--- src/rtl/fetch_sequencer.sv ---
// fetch_sequencer: owns the PC, fetches over req/ack, issues with valid/ready,
// drives the NPC unit on the branch decision, checks targets, counts retires.
// Ports: clk, reset (async, active-high); imem_req/addr/ack/rdata;
// instr_valid/instr/instr_pc/instr_ready; br_valid/sel/zero;
// npc_pc/sel/zero/in; icount; fault/fault_cause/fault_pc.
// Option: define FETCH_TIMEOUT_EN to fault (cause 3) after TIMEOUT ack-less
// FETCH cycles; undefined, FETCH waits forever.
module fetch_sequencer #(
  parameter logic [31:0] PC_RESET = 32'h0000_3000,
  parameter logic [31:0] PC_MIN   = 32'h0000_3000,
  parameter logic [31:0] PC_MAX   = 32'h0000_6FFC,
  parameter int          TIMEOUT  = 16
) (
  input  logic        clk,
  input  logic        reset,
  output logic        imem_req,
  output logic [31:0] imem_addr,
  input  logic        imem_ack,
  input  logic [31:0] imem_rdata,
  output logic        instr_valid,
  output logic [31:0] instr,
  output logic [31:0] instr_pc,
  input  logic        instr_ready,
  input  logic        br_valid,
  input  logic [2:0]  br_sel,
  input  logic        br_zero,
  output logic [31:0] npc_pc,
  output logic [2:0]  npc_sel,
  output logic        npc_zero,
  input  logic [31:0] npc_in,
  output logic [31:0] icount,
  output logic        fault,
  output logic [1:0]  fault_cause,
  output logic [31:0] fault_pc
);

  typedef enum logic [2:0] {
    S_IDLE,
    S_FETCH,
    S_ISSUE,
    S_RESOLVE,
    S_FAULT
  } state_t;

  state_t      state, state_nx;
  logic [31:0] pc;
  logic        misaligned;
  logic        out_of_range;
  logic        timeout_hit;
  logic        resolve_go;

  assign misaligned   = |npc_in[1:0];
  assign out_of_range = (npc_in < PC_MIN) || (npc_in > PC_MAX);
  assign resolve_go   = (state == S_RESOLVE) && br_valid;

  assign imem_addr = pc;
  assign npc_pc    = pc;

`ifdef FETCH_TIMEOUT_EN
  logic [15:0] tcnt;

  // Cleared outside FETCH, so every entry starts from zero.
  always_ff @(posedge clk or posedge reset) begin
    if (reset) begin
      tcnt <= '0;
    end else if (state != S_FETCH) begin
      tcnt <= '0;
    end else if (!imem_ack) begin
      tcnt <= tcnt + 16'd1;
    end
  end

  // tcnt holds the ack-less cycles already spent, so this is the
  // TIMEOUT-th one; an ack in the same cycle wins.
  assign timeout_hit = (state == S_FETCH) && !imem_ack &&
                       (tcnt == 16'(TIMEOUT - 1));
`else
  logic [31:0] timeout_unused;

  assign timeout_unused = TIMEOUT;
  assign timeout_hit    = 1'b0;
`endif

  always_ff @(posedge clk or posedge reset) begin
    if (reset) begin
      state <= S_IDLE;
    end else begin
      state <= state_nx;
    end
  end

  always_comb begin
    state_nx = state;
    unique case (state)
      S_IDLE: state_nx = S_FETCH;
      S_FETCH: begin
        if (imem_ack) begin
          state_nx = S_ISSUE;
        end else if (timeout_hit) begin
          state_nx = S_FAULT;
        end
      end
      S_ISSUE: begin
        if (instr_ready) begin
          state_nx = S_RESOLVE;
        end
      end
      S_RESOLVE: begin
        if (br_valid) begin
          if (misaligned || out_of_range) begin
            state_nx = S_FAULT;
          end else begin
            state_nx = S_FETCH;
          end
        end
      end
      S_FAULT: state_nx = S_FAULT;
      default: state_nx = S_IDLE;
    endcase
  end

  always_comb begin
    imem_req    = 1'b0;
    instr_valid = 1'b0;
    npc_sel     = 3'd0;
    npc_zero    = 1'b0;
    fault       = 1'b0;
    unique case (state)
      S_FETCH: imem_req = 1'b1;
      S_ISSUE: instr_valid = 1'b1;
      S_RESOLVE: begin
        if (br_valid) begin
          npc_sel  = br_sel;
          npc_zero = br_zero;
        end
      end
      S_FAULT: fault = 1'b1;
      default: ;
    endcase
  end

  always_ff @(posedge clk or posedge reset) begin
    if (reset) begin
      pc          <= PC_RESET;
      instr       <= '0;
      instr_pc    <= '0;
      icount      <= '0;
      fault_cause <= 2'd0;
      fault_pc    <= '0;
    end else begin
      if ((state == S_FETCH) && imem_ack) begin
        instr    <= imem_rdata;
        instr_pc <= pc;
      end
      if (timeout_hit) begin
        fault_cause <= 2'd3;
        fault_pc    <= pc;
      end
      // Misalignment outranks the range check.
      if (resolve_go) begin
        if (misaligned) begin
          fault_cause <= 2'd1;
          fault_pc    <= npc_in;
        end else if (out_of_range) begin
          fault_cause <= 2'd2;
          fault_pc    <= npc_in;
        end else begin
          pc     <= npc_in;
          icount <= icount + 32'd1;
        end
      end
    end
  end

endmodule
--- config.mk ---
export PLATFORM = sky130hd
export DESIGN_NAME = fetch_sequencer
export DESIGN_NICKNAME = d
export VERILOG_FILES = /design/src/rtl/fetch_sequencer.sv
export SDC_FILE = /design/constraint.sdc
export NUM_CORES = 1
export LEC_CHECK = 0
export CAP_MARGIN = 20
export CORE_UTILIZATION = 47
export CTS_CLUSTER_DIAMETER = 60
export DETAILED_ROUTE_END_ITERATION = 8
export GPL_TIMING_DRIVEN = 0
export PLACE_DENSITY_LB_ADDON = 0.15
export SYNTH_ARGS = -nofsm -noshare
export SYNTH_HDL_FRONTEND = slang
export SYNTH_SLANG_ARGS = --single-unit
--- constraint.sdc ---
create_clock -name clk -period 12.6 [get_ports clk]
set_clock_uncertainty 0.05 [all_clocks]
set_input_delay 2.52 -clock clk [delete_from_list [all_inputs] [get_ports clk]]
set_output_delay 2.52 -clock clk [all_outputs]
set_load 0.02 [all_outputs]
==> results.sh <==
export IMPL_post_cts_buffers=0
export IMPL_syn_inst=473
export IMPL_max_vdd_ir_drop_v=0.000114
export IMPL_clkPwrFrac_pct=28.0
export IMPL_area_growth_pct=52.9
export IMPL_dieArea_um2=14900
export IMPL_cts_buffers=17
export IMPL_async_reset_ff_share_pct=100
export IMPL_wl_per_cell_um=17.9
export IMPL_finalSetupViolCount=0
export IMPL_cts_sinks=165
export IMPL_drc=0
export IMPL_status="finished, final reports clean"
export IMPL_sw_frac_of_total_pct=30.8
export IMPL_worst_slew_pin_slew_ns=0.594
export IMPL_whs_ns=0.418
export IMPL_start_util_pct=48.5
export IMPL_cp_required_ns=10.03
export IMPL_relSlewSlack_pct=60.4
export IMPL_maxSlewViolCount=0
export IMPL_yosysTopAreaCellShare_pct=60.1
export IMPL_path_max_fanout=10
export IMPL_hp_class="reg -> reg"
export IMPL_internal_power_mw=1.30
export IMPL_crit_path_start_kind="input pin"
export IMPL_dieWidth_um=122
export IMPL_post_synth_top_area_cell="dfrtp_1"
export IMPL_wl_um=17200
export IMPL_cts_tree="yes"
export IMPL_synth_flop_cell="dfrtp_1"
export IMPL_numPortBuffers=273
export IMPL_grt_max_degree=102
export IMPL_crit_top_cell="clkdlybuf4s50_1"
export IMPL_grt_usage_pct=23.7
export IMPL_synth_cell_types=40
export IMPL_period_minus_slack_ns=6.80
export IMPL_slowest_stage="clkdlybuf4s50_1"
export IMPL_rsz0062_at_grt="no"
export IMPL_yosys_top_cells_area="dfrtp_1 60%, mux2_2 15%, buf_4 4.6%"
export IMPL_grt_remaining_overflow=0
export IMPL_p_leak_nw=4.59
export IMPL_final_nets=840
export IMPL_cts_max_path_buffers=2
export IMPL_p_total_mw=1.88
export IMPL_diodes=0
export IMPL_gp_congestion=0.792
export IMPL_synth_most_common_cell="dfrtp_1"
export IMPL_ant_nets=0
export IMPL_grt_pass1_vias=4990
export IMPL_drt_iter0_markers=199
export IMPL_worst_path_largest_cell_delay_ns=0.60
export IMPL_die_y_um=122
export IMPL_max_freq_mhz=147
export IMPL_syn_num_nets=547
export IMPL_power_frac_seq_pct=37.7
export IMPL_drive_gt1_share_pct=23.4
export IMPL_antenna_found_initial=0
export IMPL_pwr_share_comb_pct=34.3
export IMPL_syn_avg_cell_area_um2=14.4
export IMPL_first_pass_iters=4
export IMPL_ios=274
export IMPL_vias_per_cell=5.03
export IMPL_hold_violations=0
export IMPL_setup_tns_ns=0
export IMPL_synth_warnings=0
export IMPL_yosysSeqAreaShare_pct=60.8
export IMPL_postCtsResizedCells=0
export IMPL_min_period_over_period_pct=53.9
export IMPL_switchingPower_mw=0.577
export IMPL_rows=43
export IMPL_end_kind="output port"
export IMPL_htree_levels=4
export IMPL_worstPathArrival_ns=4.23
export IMPL_drv_cap=0
export IMPL_synth_seq_cells=165
export IMPL_worstPathCellList="clkdlybuf4s50_1 > and4b_1 > buf_2 > and2_1 > clkdlybuf4s50_1"
export IMPL_grt_pass1_wl_um=26400
export IMPL_hpwlAfterDp_um=12500
export IMPL_ctsRootBufferMaster="clkbuf_16"
export IMPL_clock_latency_ns=0.42
export IMPL_routed_via_count=4825
export IMPL_powerDensity_nw_per_um2=181
export IMPL_ys_top_cells_by_count="163 x dfrtp_1, 91 x mux2_2, 42 x buf_4, 30 x xnor2_1, 19 x nor2b_1"
export IMPL_syn_cell_area_um2=6790
export IMPL_path_clk_slew_ns=0.07
export IMPL_path_class="in -> out"
export IMPL_core_area_um2=14000
export IMPL_final_core_util_pct=74.2
export IMPL_synth_edf_count=0
export IMPL_postCtsHoldBufs=0
[cell type report]
| cell class | count | area (µm²) |
|---|---|---|
| Buffer | 53 | 384 |
| Sequential cell | 165 | 4130 |
| Timing Repair Buffer | 274 | 2760 |
| Clock buffer | 20 | 447 |
| Multi-Input combinational cell | 254 | 2270 |
| Tap cell | 180 | 225 |
| Inverter | 1 | 8.76 |
| Clock inverter | 12 | 155 |
| Fill cell | 915 | 3610 |
[layout by cell type, fill, tap and decap left out, types with 3 or more instances in the layout]
cell / count
nand3_1: 13
mux2_1: 17
mux2_2: 91
clkbuf_16: 17
buf_6: 3
buf_4: 42
clkbuf_1: 6
clkdlybuf4s50_1: 273
nor3b_1: 3
nor2b_1: 19
nor2_1: 3
bufinv_16: 3
nand4_1: 18
dfrtp_1: 163
and3_1: 10
xnor2_1: 30
nor3_1: 3
nand2_1: 11
and4_1: 3
buf_2: 4
clkinvlp_4: 5
and2_1: 10
[cell families after synthesis]
| kind of cell | share of synthesized area [%] |
|---|---|
| xor+xnor | 4.00 |
| compound gates | 1.16 |
| flops | 60.8 |
| simple gates | 10.2 |
| buf+inv | 5.71 |
| fa+ha+maj | 0.184 |
| mux | 17.9 |
[routing by layer]
metal | GRT usage, % | part of all wire (%) | vias to the layer above
met5 | 0 | 0 | -
met4 | 10.2 | 2.6 | 0
met3 | 7.82 | 7.5 | 31
met2 | 40.1 | 51 | 194
met1 | 27.5 | 39 | 2401
li1 | - | - | 2199
[path summary, 6_finish.rpt]
kind                                end        from  cells after the start  slack, ns
max in group asynchronous  instr_pc[21]       reset                      3       9.06
setup / recovery             npc_sel[1]    br_valid                      5       5.80
min in group asynchronous     instr[12]       reset                      2       2.53
setup reg to reg             icount[25]  icount[12]                      6      10.66
hold reg to reg              icount[31]  icount[31]                      1       0.42
hold / removal               icount[31]  icount[31]                      1       0.42
[power groups by stage]
stage               Sequential [mW]  Combinational [mW]  Clock, mW
detailed placement            0.716               0.648          0
global placement              0.706               0.633          0
finish                        0.707               0.643      0.526
floorplan                     0.842               0.203          0
global route                  0.719               0.677      0.558
CTS                           0.708               0.651      0.535
[sequential cells by signal, indices dropped and copies added (netlist names)]
register / count
fault_pc: 32
icount: 32
imem_addr: 32
instr: 32
instr_pc: 32
state: 3
fault_cause: 2
[stage by stage]
stage	cell area, µm²	setup WS (ns)	std cells
6_report	10400	5.80	959
5_1_grt	10400	5.70	959
4_1_cts	10400	5.80	959
3_5_place_dp	9780	5.80	927
3_3_place_gp	9750	3.62	926
2_1_floorplan	6790	5.57	473
[critical path, delay by kind of cell]
family | cells | cell delay, ns
buffers and inverters | 3 | 1.33
and+or+nand+nor | 2 | 0.37
No activity file was read; power rests on OpenSTA's default activity.
